$ cat config.mk
export PLATFORM = sky130hd
export DESIGN_NAME = pc_sequencer
export DESIGN_NICKNAME = d
export VERILOG_FILES = /design/src/rtl/pc_sequencer_pkg.sv /design/src/rtl/pc_sequencer_ras_stack.sv /design/src/rtl/pc_sequencer.sv
export SDC_FILE = /design/constraint.sdc
export NUM_CORES = 1
export LEC_CHECK = 0
export ABC_CLOCK_PERIOD_IN_PS = 6600
export CAP_MARGIN = 20
export CORE_ASPECT_RATIO = 1.5
export CORE_MARGIN = 1.5
export CORE_UTILIZATION = 40
export DETAILED_ROUTE_END_ITERATION = 8
export RECOVER_POWER = 25
export SLEW_MARGIN = 40
export SYNTH_ARGS = -nofsm -noshare
export SYNTH_HDL_FRONTEND = slang
export SYNTH_HIERARCHICAL = 1
export SYNTH_SLANG_ARGS = --single-unit
$ cat constraint.sdc
create_clock -name clk -period 6.6 [get_ports clk]
set_input_delay 0.66 -clock clk [delete_from_list [all_inputs] [get_ports clk]]
set_output_delay 0.66 -clock clk [all_outputs]
set_load 0.01 [all_outputs]
$ cat src/rtl/pc_sequencer_pkg.sv
`default_nettype none
// ============================================================================
//  Module      : pc_sequencer_pkg
//  Description : Shared types and defaults for the program-counter sequencer:
//                next-PC source encoding and default reset/trap vectors.
//  Revision    : 1.0 - initial release
// ============================================================================
package pc_sequencer_pkg;

    // Source selected for the next PC value.
    typedef enum logic [2:0] {
        SRC_SEQ    = 3'd0,
        SRC_BRANCH = 3'd1,
        SRC_JUMP   = 3'd2,
        SRC_RET    = 3'd3,
        SRC_TRAP   = 3'd4,
        SRC_HOLD   = 3'd5
    } next_src_e;

    localparam logic [31:0] c_DEFAULT_RESET_VECTOR = 32'h0000_0000;
    localparam logic [31:0] c_DEFAULT_TRAP_VECTOR  = 32'h0000_0100;

endpackage : pc_sequencer_pkg
`default_nettype wire

$ cat src/rtl/pc_sequencer_ras_stack.sv
`default_nettype none
// ============================================================================
//  Module      : ras_stack
//  Description : Circular return-address stack. A push while full overwrites
//                the oldest entry. Storage is not reset, only pointer/count.
//  Revision    : 1.0 - initial release
// ============================================================================
module ras_stack #(
    parameter int XLEN      = 32,
    parameter int RAS_DEPTH = 4
) (
    input  logic            clk,
    input  logic            rst,
    input  logic            push_i,
    input  logic            pop_i,
    input  logic [XLEN-1:0] push_data_i,
    output logic [XLEN-1:0] top_data_o,
    output logic            empty_o,
    output logic            full_o
);

    localparam int c_PTR_W = (RAS_DEPTH > 1) ? $clog2(RAS_DEPTH) : 1;
    localparam int c_CNT_W = $clog2(RAS_DEPTH + 1);

    logic [XLEN-1:0]    mem_q [RAS_DEPTH];
    logic [c_PTR_W-1:0] wr_ptr_q, wr_ptr_d;
    logic [c_CNT_W-1:0] cnt_q, cnt_d;
    logic [c_PTR_W-1:0] top_idx;
    logic [c_PTR_W-1:0] wr_idx;
    logic               do_pop;

    assign empty_o    = (cnt_q == '0);
    assign full_o     = (cnt_q == c_CNT_W'(RAS_DEPTH));
    assign top_idx    = wr_ptr_q - c_PTR_W'(1);
    assign top_data_o = mem_q[top_idx];
    assign do_pop     = pop_i && !empty_o;
    // A simultaneous pop+push replaces the top entry in place.
    assign wr_idx     = do_pop ? top_idx : wr_ptr_q;

    // Next pointer/count; pointer wraps naturally since depth is a power of two.
    always_comb begin
        wr_ptr_d = wr_ptr_q;
        cnt_d    = cnt_q;
        if (push_i && do_pop) begin
            wr_ptr_d = wr_ptr_q;
            cnt_d    = cnt_q;
        end else if (push_i) begin
            wr_ptr_d = wr_ptr_q + c_PTR_W'(1);
            cnt_d    = full_o ? cnt_q : cnt_q + c_CNT_W'(1);
        end else if (do_pop) begin
            wr_ptr_d = top_idx;
            cnt_d    = cnt_q - c_CNT_W'(1);
        end
    end

    // Pointer and count registers.
    always_ff @(posedge clk) begin
        if (rst) begin
            wr_ptr_q <= '0;
            cnt_q    <= '0;
        end else begin
            wr_ptr_q <= wr_ptr_d;
            cnt_q    <= cnt_d;
        end
    end

    // Entry storage, intentionally left out of reset.
    always_ff @(posedge clk) begin
        if (push_i && !rst) begin
            mem_q[wr_idx] <= push_data_i;
        end
    end

endmodule : ras_stack
`default_nettype wire

$ cat src/rtl/pc_sequencer.sv
`default_nettype none
// ============================================================================
//  Module      : pc_sequencer
//  Description : Architectural PC register with prioritised next-PC selection
//                (trap, stall, return, jump, branch, sequential), a return-
//                address stack and misaligned-target redirection.
//  Revision    : 1.0 - initial release
// ============================================================================
module pc_sequencer
    import pc_sequencer_pkg::*;
#(
    parameter int              XLEN         = 32,
    parameter int              INSTR_BYTES  = 4,
    parameter logic [XLEN-1:0] RESET_VECTOR = XLEN'(c_DEFAULT_RESET_VECTOR),
    parameter logic [XLEN-1:0] TRAP_VECTOR  = XLEN'(c_DEFAULT_TRAP_VECTOR),
    parameter int              RAS_DEPTH    = 4
) (
    input  logic            clk,
    input  logic            rst,
    input  logic            stall_i,
    input  logic            trap_i,
    input  logic            branch_taken_i,
    input  logic [XLEN-1:0] branch_target_i,
    input  logic            jump_i,
    input  logic [XLEN-1:0] jump_target_i,
    input  logic            call_i,
    input  logic            ret_i,
    output logic [XLEN-1:0] pc_o,
    output logic [XLEN-1:0] pc_seq_o,
    output logic            ras_empty_o,
    output logic            ras_full_o,
    output logic            misaligned_o,
    output logic            ras_underflow_o
);

    // Mask of address bits that must be zero; all-zero when INSTR_BYTES is 1,
    // which disables the alignment check.
    localparam logic [XLEN-1:0] c_ALIGN_MASK = XLEN'(INSTR_BYTES - 1);

    logic [XLEN-1:0] pc_q, pc_d;
    logic            misaligned_q, misaligned_d;
    logic            underflow_q, underflow_d;

    next_src_e       src_sel;
    logic [XLEN-1:0] redirect_tgt;
    logic            check_align;
    logic            ras_push, ras_pop;
    logic [XLEN-1:0] ras_top;

    assign pc_seq_o        = pc_q + XLEN'(INSTR_BYTES);
    assign pc_o            = pc_q;
    assign misaligned_o    = misaligned_q;
    assign ras_underflow_o = underflow_q;

    ras_stack #(
        .XLEN      (XLEN),
        .RAS_DEPTH (RAS_DEPTH)
    ) u_ras (
        .clk         (clk),
        .rst         (rst),
        .push_i      (ras_push),
        .pop_i       (ras_pop),
        .push_data_i (pc_seq_o),
        .top_data_o  (ras_top),
        .empty_o     (ras_empty_o),
        .full_o      (ras_full_o)
    );

    // Priority decode of the next-PC source plus RAS side effects.
    always_comb begin
        src_sel      = SRC_SEQ;
        redirect_tgt = pc_seq_o;
        check_align  = 1'b0;
        ras_push     = 1'b0;
        ras_pop      = 1'b0;
        underflow_d  = 1'b0;
        if (trap_i) begin
            src_sel = SRC_TRAP;
        end else if (stall_i) begin
            src_sel = SRC_HOLD;
        end else if (ret_i) begin
            if (!ras_empty_o) begin
                src_sel      = SRC_RET;
                redirect_tgt = ras_top;
                check_align  = 1'b1;
                ras_pop      = 1'b1;
            end else begin
                underflow_d  = 1'b1;
            end
        end else if (jump_i) begin
            src_sel      = SRC_JUMP;
            redirect_tgt = jump_target_i;
            check_align  = 1'b1;
            ras_push     = call_i;
        end else if (branch_taken_i) begin
            src_sel      = SRC_BRANCH;
            redirect_tgt = branch_target_i;
            check_align  = 1'b1;
        end
    end

    // Next-PC mux; a misaligned redirect diverts to the trap vector.
    always_comb begin
        misaligned_d = check_align && ((redirect_tgt & c_ALIGN_MASK) != '0);
        case (src_sel)
            SRC_TRAP: pc_d = TRAP_VECTOR;
            SRC_HOLD: pc_d = pc_q;
            default:  pc_d = misaligned_d ? TRAP_VECTOR : redirect_tgt;
        endcase
    end

    // PC and pulse-flag registers.
    always_ff @(posedge clk) begin
        if (rst) begin
            pc_q         <= RESET_VECTOR;
            misaligned_q <= 1'b0;
            underflow_q  <= 1'b0;
        end else begin
            pc_q         <= pc_d;
            misaligned_q <= misaligned_d;
            underflow_q  <= underflow_d;
        end
    end

endmodule : pc_sequencer
`default_nettype wire

Yosys cells after proc, flatten, opt, wreduce, memory -nomap -nowiden:

Memories as Yosys holds them, arrays and structs flattened.
Cells that the tools add are included.

* register bits: 39
* logic and storage cells: 63
* bits of input ports: 72
* bits in writable memories: 128
* output and inout bits: 68
* memories: 1

* add/sub/neg operators: 5
* eq/ne operators: 4
* mux-type cells: 35
* bitwise logic cells: 2
* reduce and logical (&&, ||, !) cells: 11

Memories
* u_ras.mem_q: depth 4, width 32, read ports 1, clocked after Yosys merged registers in 0, wr ports 1, RTL line pc_sequencer_ras_stack.sv:25 `logic [XLEN-1:0] mem_q [RAS_DEPTH];`

Operators by type and width (count)
* 32-bit 2-to-1 mux: 7
* 32-bit one-hot mux with 2 select lines: 1
* 32-bit by 3-bit adder with 32-bit output (second input constant): 1
* 32-bit nonzero test: 1
* 3-bit 2-to-1 mux: 6
* 1-bit 2-to-1 mux: 17
* 3-bit equality test (second input constant): 3
* 2-bit 2-to-1 mux: 4
* 1-bit logical AND: 4
* 4-bit OR reduction: 1
* 3-bit by 1-bit adder with 3-bit output (second input constant): 1
* 3-bit zero test: 1
* 3-bit AND reduction: 1
* 3-bit by 1-bit subtractor with 3-bit output (second input constant): 1
* 2-bit by 1-bit adder with 2-bit output (second input constant): 1
* 1-bit zero test: 2
* 2-bit != test (second input constant): 1
* 1-bit NOT: 2
* 2-bit nonzero test: 1
* 2-bit by 1-bit subtractor with 2-bit output (second input constant): 1

Depth between registers and ports, before layout:

Gate-level depths: netlist of run 1.

* depth in word-level cells: 10
* mapped depth: 11
* gate-level depth less buffers: 8

By module:

The synthesis of run 1 kept the hierarchy.

Modules (own cells, without submodules)
* ras_stack: instances 1, cells each 225, area an instance 5046.1 um^2
* pc_sequencer: instances 1, cells each 401, area an instance 2860.2 um^2

Worst setup path after synthesis of run 1:

Ideal clock, no wire load.

* kind: register -> register
* start: register u_ras.cnt_q[0]
* end: memory u_ras.mem_q[0][0], enable pin
* setup time: 0.468 ns
* buffers on the path: 5
* arrival time: 4.596 ns
* cell stages (with the launch flop): 12
* clock period less this slack: 5.064 ns
* slack: 1.536 ns
* required time: 6.132 ns
* cell sequence: dfxtp_1 > buf_2 > nor3_1 > buf_2 > nand2b_1 > buf_2 > buf_1 > nor2_1 > buf_6 > o31a_1 > xnor2_2 > nor3b_1

* longest elaborated chain between the ends: 7
* elaborated cells between the ends (all ways): 8
* classes of those cells: mux: 5; reduce/logical: 3

Ends and longest elaborated chain
* start: declaration: RTL line pc_sequencer_ras_stack.sv:27 `logic [c_CNT_W-1:0] cnt_q, cnt_d;`
* start signal: assignment: RTL line pc_sequencer_ras_stack.sv:63 `cnt_q <= cnt_d;`
* 3-bit zero test: RTL line pc_sequencer_ras_stack.sv:32 `assign empty_o = (cnt_q == '0);`
* via ras_empty_o: RTL line pc_sequencer.sv:30 `output logic ras_empty_o,`
* 1-bit 2-to-1 mux: RTL line pc_sequencer.sv:82 `if (!ras_empty_o) begin`
* 1-bit 2-to-1 mux: RTL line pc_sequencer.sv:81 `end else if (ret_i) begin`
* 1-bit 2-to-1 mux: RTL line pc_sequencer.sv:79 `end else if (stall_i) begin`
* 1-bit 2-to-1 mux: RTL line pc_sequencer.sv:77 `if (trap_i) begin`
* via ras_pop: RTL line pc_sequencer.sv:47 `logic ras_push, ras_pop;`
* 1-bit logical AND: RTL line pc_sequencer_ras_stack.sv:36 `assign do_pop = pop_i && !empty_o;`
* 2-bit 2-to-1 mux
* end: declaration: RTL line pc_sequencer_ras_stack.sv:25

The timed path passes the listed nets, and every way through them passes these cells.

Worst setup path in the final report of run 1:

* start: register pc_q[2] (netlist: pc_o[2])
* end: output port pc_seq_o[30]

* longest elaborated chain between the ends: 1

Ends and longest elaborated chain
* start: declaration: RTL line pc_sequencer.sv:40 `logic [XLEN-1:0] pc_q, pc_d;`
* start signal: assignment: RTL line pc_sequencer.sv:119 `pc_q <= pc_d;`
* 32-bit by 3-bit adder with 32-bit output: RTL line pc_sequencer.sv:50 `assign pc_seq_o = pc_q + XLEN'(INSTR_BYTES);`
* end: declaration: RTL line pc_sequencer.sv:29 `output logic [XLEN-1:0] pc_seq_o,`

No other way between the ends.

==> impl_metrics.tcl, run 1 <==
set metrics [dict create \
    worst_slew_pin_slew_ns 0.787 \
    synth_common_cells "128 x edfxtp_1, 64 x nor2_1, 41 x nand2_1" \
    fin_crit_ns 4.36 \
    hpwlAfterDp_um 15300 \
    yosysMostFrequentCell "edfxtp_1" \
    cts_tree "done" \
    finClkSkew_ns 0.0203 \
    numPortBuffers 139 \
    power.density_mw_per_mm2 226 \
    drcViolationCount 0 \
    cp_max_fo 9 \
    multiInputGateArea_mm2 0.00302 \
    sw_frac_of_total_pct 23.4 \
    crit_cells 7 \
    area_growth_pct 27.8 \
    gp_congestion 0.856 \
    cpPeakStageDelay_ns 0.64 \
    yosysSeqAreaShare_pct 58.5 \
    drtAntennaViolNets 0 \
    path_buf_inv 1 \
    route.vias.total 5843 \
    syn-num-nets 700 \
    h-tree-depth 4 \
    pre_cts_ws_ns 2.50 \
    busiest_layer "met2" \
    synth-edff-count 128 \
    start_kind "register" \
    synth_area_mm2 0.00791 \
    nFillCells 1758 \
    arrival_ns 3.70 \
    rows 62 \
    r2r_start "u_ras/cnt_q[0]" \
    hold_violations 0 \
    start_util_pct 41.1 \
    required_ns 5.94 \
    grt_pass1_vias 5950 \
    status "completed" \
    utilization_pct 52.5 \
    cp_cell_sequence "ha_1 > and4_1 > and3_1 > nand4_4 > or2_4 > xnor2_1 > clkdlybuf4s50_1" \
    finalNetCount 827 \
    post-cts-setup-buffer-count 0 \
    clkTransAtPathRegs_ns 0.07 \
    cts.sinks 167 \
    synth_cell_types 62 \
    p_sw_uw 532 \
    layout.cells.non_filler 1022 \
    synthArstFlopShare_pct 0 \
    cts_buffer_depth 2 \
    fin_crit_sh_pct 66.1 \
    antenna_found_initial 0 \
    cts_inserted_buffers 17 \
    wl_per_cell_um 22.2 \
    ys_ff_latch 167 \
    ys_top_cells_by_area "edfxtp_1 49%, dfxtp_1 9.9%, mux4_2 9.1%" \
    ff2ff_path_depth 8 \
    leakage_uw 0.00331 \
    met1_usage_pct 27.0 \
    endpoint_kind "output port" \
    drt_wl_total_um 22700 \
    globalRouteMet2Util_pct 40.4 \
    yosys_warnings 6 \
    drt_first_pass_iters 6 \
    fp.dieH_um 175 \
    viasPerCell 5.72 \
    clk_latency_ns 0.43 \
    finalSetupViolCount 0 \
    critical_path_class "reg -> out" \
    vdd_drop_max_mv 0.153 \
    synth_flop_cell "edfxtp_1" \
    slew_viol_final 0 \
    core_mm2 0.0192 \
    cp_slowest_cell "clkdlybuf4s50_1" \
    dp_cells 990 \
    ios 140 \
    fin_tns_setup_ns 0 \
    yosys.area.top_type "edfxtp_1" \
    grt_pass1_wl_um 34600 \
    grt_setup_unrepaired "false" \
    setup_slack_ns 2.24 \
    clkPwrFrac_pct 42.3 \
    p_seq_share_pct 50.1 \
    synthCells 626 \
    hold_start "pc_o[10]" \
    drive_above_1_share_pct 13.6 \
    seq_area_mm2 0.00463 \
    internal_power_uw 1750 \
    use_met3_pct 3.88 \
    die_x_um 118 \
    cts_resized 0 \
    grt_max_degree 41 \
    ctsHoldBuffers 0 \
    cts_root_buffer "clkbuf_16" \
    drv_cap 0 \
    cp_top_family "simple AND/OR/NAND/NOR gates" \
    grt_overflow 0 \
    fmax_ghz 0.229 \
    drt_iter0_drc 439 \
    synth_top_area_share_pct 48.6 \
    whs_path_depth 2 \
    die_area_mm2 0.0206 \
    track_usage_pct 22.3 \
    num_antenna_cells 0 \
    hold_class "reg -> reg" \
    max_slew_margin_pct 47.5 \
    whs_ns 0.508 \
    p_comb_share_pct 7.6 \
    synth_area_per_cell_um2 12.6 \
    startpoint "pc_o[2]" \
]
[state kept, by name, summed over array words and instances (netlist names)]
| signal | cells |
|---|---|
| ras_underflow_o | 1 |
| misaligned_o | 1 |
| u_ras/cnt_q | 3 |
| u_ras/wr_ptr_q | 2 |
| pc_o | 32 |
| u_ras/mem_q | 128 |
[worst register-to-register path, delay by kind of cell, from the launching register on]
kind,cells,cell delay (ns)
flip-flops,1,0.53
buffers and inverters,2,0.42
AND/OR/NAND/NOR,4,1.13
AO/OA/AOI/OAI,2,0.61
[final timing paths]
path / end / slack [ns]
max: pc_seq_o[30] / 2.24
min: pc_o[10] / 0.51
max reg2reg: u_ras/mem_q[3][0] / 3.60
min reg2reg: pc_o[10] / 0.51
[layout make-up]
cell class                      instances  share of cell area, %
Clock buffer                           18                   4.25
Tap cell                              256                   3.17
Clock inverter                         14                   1.40
Multi-Input combinational cell        400                   29.9
Sequential cell                       167                   45.8
Timing Repair Buffer                  153                   15.0
Inverter                               14                  0.520
[per-stage QoR]
step,total power (uW),instance area [um^2]
floorplan,1240,7910
global placement,1340,9480
detailed placement,1340,9530
CTS,2300,10100
global route,2340,10100
finish,2280,10100
[metal layers]
layer  share of wire, %  vias to the layer above
met4                1.4                        0
met3                6.1                       22
met1                 39                     2927
met5                  0                        -
li1                   -                     2643
met2                 54                      251
[power groups by stage]
stage | registers (uW) | logic, uW | clock network [uW]
global route | 1140 | 184 | 1020
finish | 1140 | 172 | 964
floorplan | 1160 | 77.8 | 0
CTS | 1140 | 175 | 979
detailed placement | 1170 | 174 | 0
global placement | 1170 | 171 | 0
[kinds of logic after synthesis]
logic type	share of synthesized area, %
AO/OA/AOI/OAI	11.1
XOR/XNOR	3.42
adder cells (fa/ha/maj)	0.411
buffers and inverters	3.89
flip-flops	58.5
multiplexers	10.3
AND/OR/NAND/NOR	12.4
[cells in the final DEF, fill, tap and decap left out, drive strengths merged, types with 2 or more instances in the layout]
cell           Yosys  layout
a211oi             3       3
a21oi             13      13
a22oi              7       7
a31oi             10      10
and2               6       6
and3               7       7
and4               6       6
buf               35      14
clkbuf            10      18
clkdlybuf4s50      0     105
clkinv             0       4
clkinvlp           0       3
dfxtp             39      39
dlygate4sd3        0      34
edfxtp           128     128
inv               14      20
mux2               2       2
mux2i              7       7
mux4              32      32
nand2             41      41
nand2b             6       6
nand3             28      28
nand4             14      14
nor2              64      64
nor2b              3       3
nor3               5       5
o2111ai            2       2
o211ai            10      10
o21ai             48      48
o22a               8       8
o22ai             20      20
o31ai              3       3
or2                4       4
or3                5       5
xnor2             25      25
xor2               5       5
Power figures use the tool's default switching activity.
==> run 2, diff against run 1 <==
--- a/config.mk
+++ b/config.mk
@@ -5,7 +5,7 @@
 export SDC_FILE = /design/constraint.sdc
 export NUM_CORES = 1
 export LEC_CHECK = 0
-export ABC_CLOCK_PERIOD_IN_PS = 6600
+export ABC_CLOCK_PERIOD_IN_PS = 4120
 export CAP_MARGIN = 20
 export CORE_ASPECT_RATIO = 1.5
 export CORE_MARGIN = 1.5
==> constraint.sdc (replaced) <==
create_clock -name clk -period 4.12 [get_ports clk]
set_input_delay 0.412 -clock clk [delete_from_list [all_inputs] [get_ports clk]]
set_output_delay 0.412 -clock clk [all_outputs]
set_load 0.01 [all_outputs]
==> run 2 against run 1 <==
Non-clock buffer count increased by 9; combinational power increased by 62%; final cell count rose by 0.98%; critical endpoint unchanged; register-to-register slack worse by 2.4 ns; sequential power is 61% higher; highest routed layer unchanged; utilization rose by 0.28 points.
==> impl_metrics.tcl, run 2 (synthesis gave the netlist of run 1 again) <==
set metrics [dict create \
    status "completed" \
    crit_cells 7 \
    hpwlAfterDp_um 16100 \
    drt_wl_total_um 22900 \
    top_register "u_ras/mem_q" \
    die_area_mm2 0.0206 \
    total_power_uw 3670 \
    clk_latency_ns 0.42 \
    endpoint_kind "output port" \
    cts_buffer_depth 2 \
    antenna_found_initial 1 \
    p_sw_uw 854 \
    final_common_cell "edfxtp_1" \
    fin_crit_sh_pct 92.8 \
    worst_slew_pin_slew_ns 0.828 \
    drt_first_pass_iters 5 \
    post-cts-setup-buffer-count 0 \
    fmax_ghz 0.262 \
    grt_overflow 0 \
    whs_path_depth 2 \
    utilization_pct 52.8 \
    internal_power_uw 2820 \
    cp_max_fo 9 \
    cts_inserted_buffers 17 \
    critical_path_class "reg -> out" \
    core_mm2 0.0192 \
    path_buf_inv 1 \
    cpPeakStageDelay_ns 0.66 \
    drive_above_1_share_pct 14.5 \
    cts.sinks 167 \
    cts_resized 0 \
    drv_cap 0 \
    numPortBuffers 139 \
    hold_violations 0 \
    leakage_uw 0.00336 \
    finClkSkew_ns 0.0127 \
    clkTransAtPathRegs_ns 0.06 \
    hold_class "reg -> reg" \
    area_growth_pct 28.5 \
    finalSetupViolCount 0 \
    gp_congestion 0.860 \
    p_seq_share_pct 49.8 \
    grt_pass1_wl_um 34900 \
    rows 62 \
    ff2ff_path_depth 8 \
    final_area_mm2 0.0102 \
    arrival_ns 3.41 \
    fin_crit_ns 3.82 \
    power.density_mw_per_mm2 362 \
    max_slew_margin_pct 44.4 \
    cp_slowest_cell "clkdlybuf4s50_1" \
    viasPerCell 5.75 \
    p_comb_share_pct 7.6 \
    slew_viol_final 0 \
    largest_reg_flops 128 \
    vdd_drop_max_mv 0.232 \
    finalNetCount 836 \
    cts_tree "done" \
    drt_iter0_drc 367 \
    sw_frac_of_total_pct 23.3 \
    grt_setup_unrepaired "false" \
    clkPwrFrac_pct 42.6 \
    ctsHoldBuffers 0 \
    drtAntennaViolNets 0 \
    cp_cell_sequence "ha_1 > and4_4 > and3_1 > nand4_4 > or2_4 > xnor2_1 > clkdlybuf4s50_1" \
    start_util_pct 41.1 \
    cts_root_buffer "clkbuf_16" \
    required_ns 3.71 \
    cp_top_family "simple AND/OR/NAND/NOR gates" \
    whs_ns 0.507 \
    dpl_cell_area_mm2 0.00958 \
    start_kind "register" \
    die_x_um 118 \
    wl_per_cell_um 22.2 \
    final_cell_mix "128 x edfxtp_1, 102 x clkdlybuf4s50_1, 64 x nor2_1" \
    fin_tns_setup_ns 0 \
    grt_max_degree 33 \
    h-tree-depth 4 \
    fp.dieH_um 175 \
    ios 140 \
    track_usage_pct 22.4 \
    route.vias.total 5938 \
    drcViolationCount 0 \
    grt_pass1_vias 6065 \
]
-- run 2: cell types whose count changed in the layout (fill, tap and decap cells not counted), sizes merged --
cell / previous run / this run
buf: 14 / 23
clkbuf: 18 / 19
clkdlybuf4s50: 105 / 102
clkinv: 4 / 2
clkinvlp: 3 / 2
diode: 0 / 1
dlygate4sd3: 34 / 37
inv: 20 / 22
-- run 2: cell type report --
cell class | instances | area (um^2)
clock inverters | 13 | 134
flip-flops and latches | 167 | 4630
multi-input cells | 400 | 3010
well taps | 256 | 320
repair buffers | 162 | 1560
inverters | 14 | 52.6
clock buffers | 19 | 443
diodes | 1 | 2.50
fillers | 1728 | 9080
-- run 2: power by group through the flow --
| stage | logic, uW | registers, uW | clock network, uW |
|---|---|---|---|
| floorplan | 125 | 1860 | 0 |
| global placement | 280 | 1870 | 0 |
| detailed placement | 283 | 1870 | 0 |
| CTS | 284 | 1830 | 1580 |
| global route | 297 | 1830 | 1650 |
| finish | 279 | 1830 | 1560 |
-- run 2: worst register-to-register path, delay by kind of cell (launching register included) --
family	cells	cell delay, ns
AO/OA/AOI/OAI	4	0.90
buffers and inverters	1	0.38
flip-flops	1	0.67
multiplexers	2	0.73
AND/OR/NAND/NOR	1	0.15
-- run 2: final timing paths --
check / to / start / slack, ns
worst max-delay path: pc_seq_o[30] / pc_o[2] / 0.30
worst min-delay path: pc_o[10] / pc_o[10] / 0.51
worst min register to register: pc_o[10] / pc_o[10] / 0.51
worst max register to register: pc_o[28] / u_ras/wr_ptr_q[0] / 1.24
-- run 2: per-stage QoR --
| step | setup slack, ns | std cells |
|---|---|---|
| finish | 0.298 | 1032 |
| global route | 0.121 | 1032 |
| CTS | 0.323 | 1031 |
| detailed placement | 0.765 | 999 |
| global placement | 0.830 | 999 |
| floorplan | 0.0201 | 626 |
-- run 2: layer usage --
layer	vias up	track usage [%]	share of wire [%]
met5	-	0	0
met4	0	7.22	2.0
met3	35	4.08	5.8
met2	249	40.3	52
met1	2984	27.2	40
li1	2670	-	-
==> run 3, diff against run 2 <==
--- a/config.mk
+++ b/config.mk
@@ -10,6 +10,7 @@
 export CORE_ASPECT_RATIO = 1.5
 export CORE_MARGIN = 1.5
 export CORE_UTILIZATION = 40
+export CTS_CLUSTER_SIZE = 16
 export DETAILED_ROUTE_END_ITERATION = 8
 export RECOVER_POWER = 25
 export SLEW_MARGIN = 40
==> results of run 3 <==
No change in the layout: final DEF, timing and power equal those of run 2.
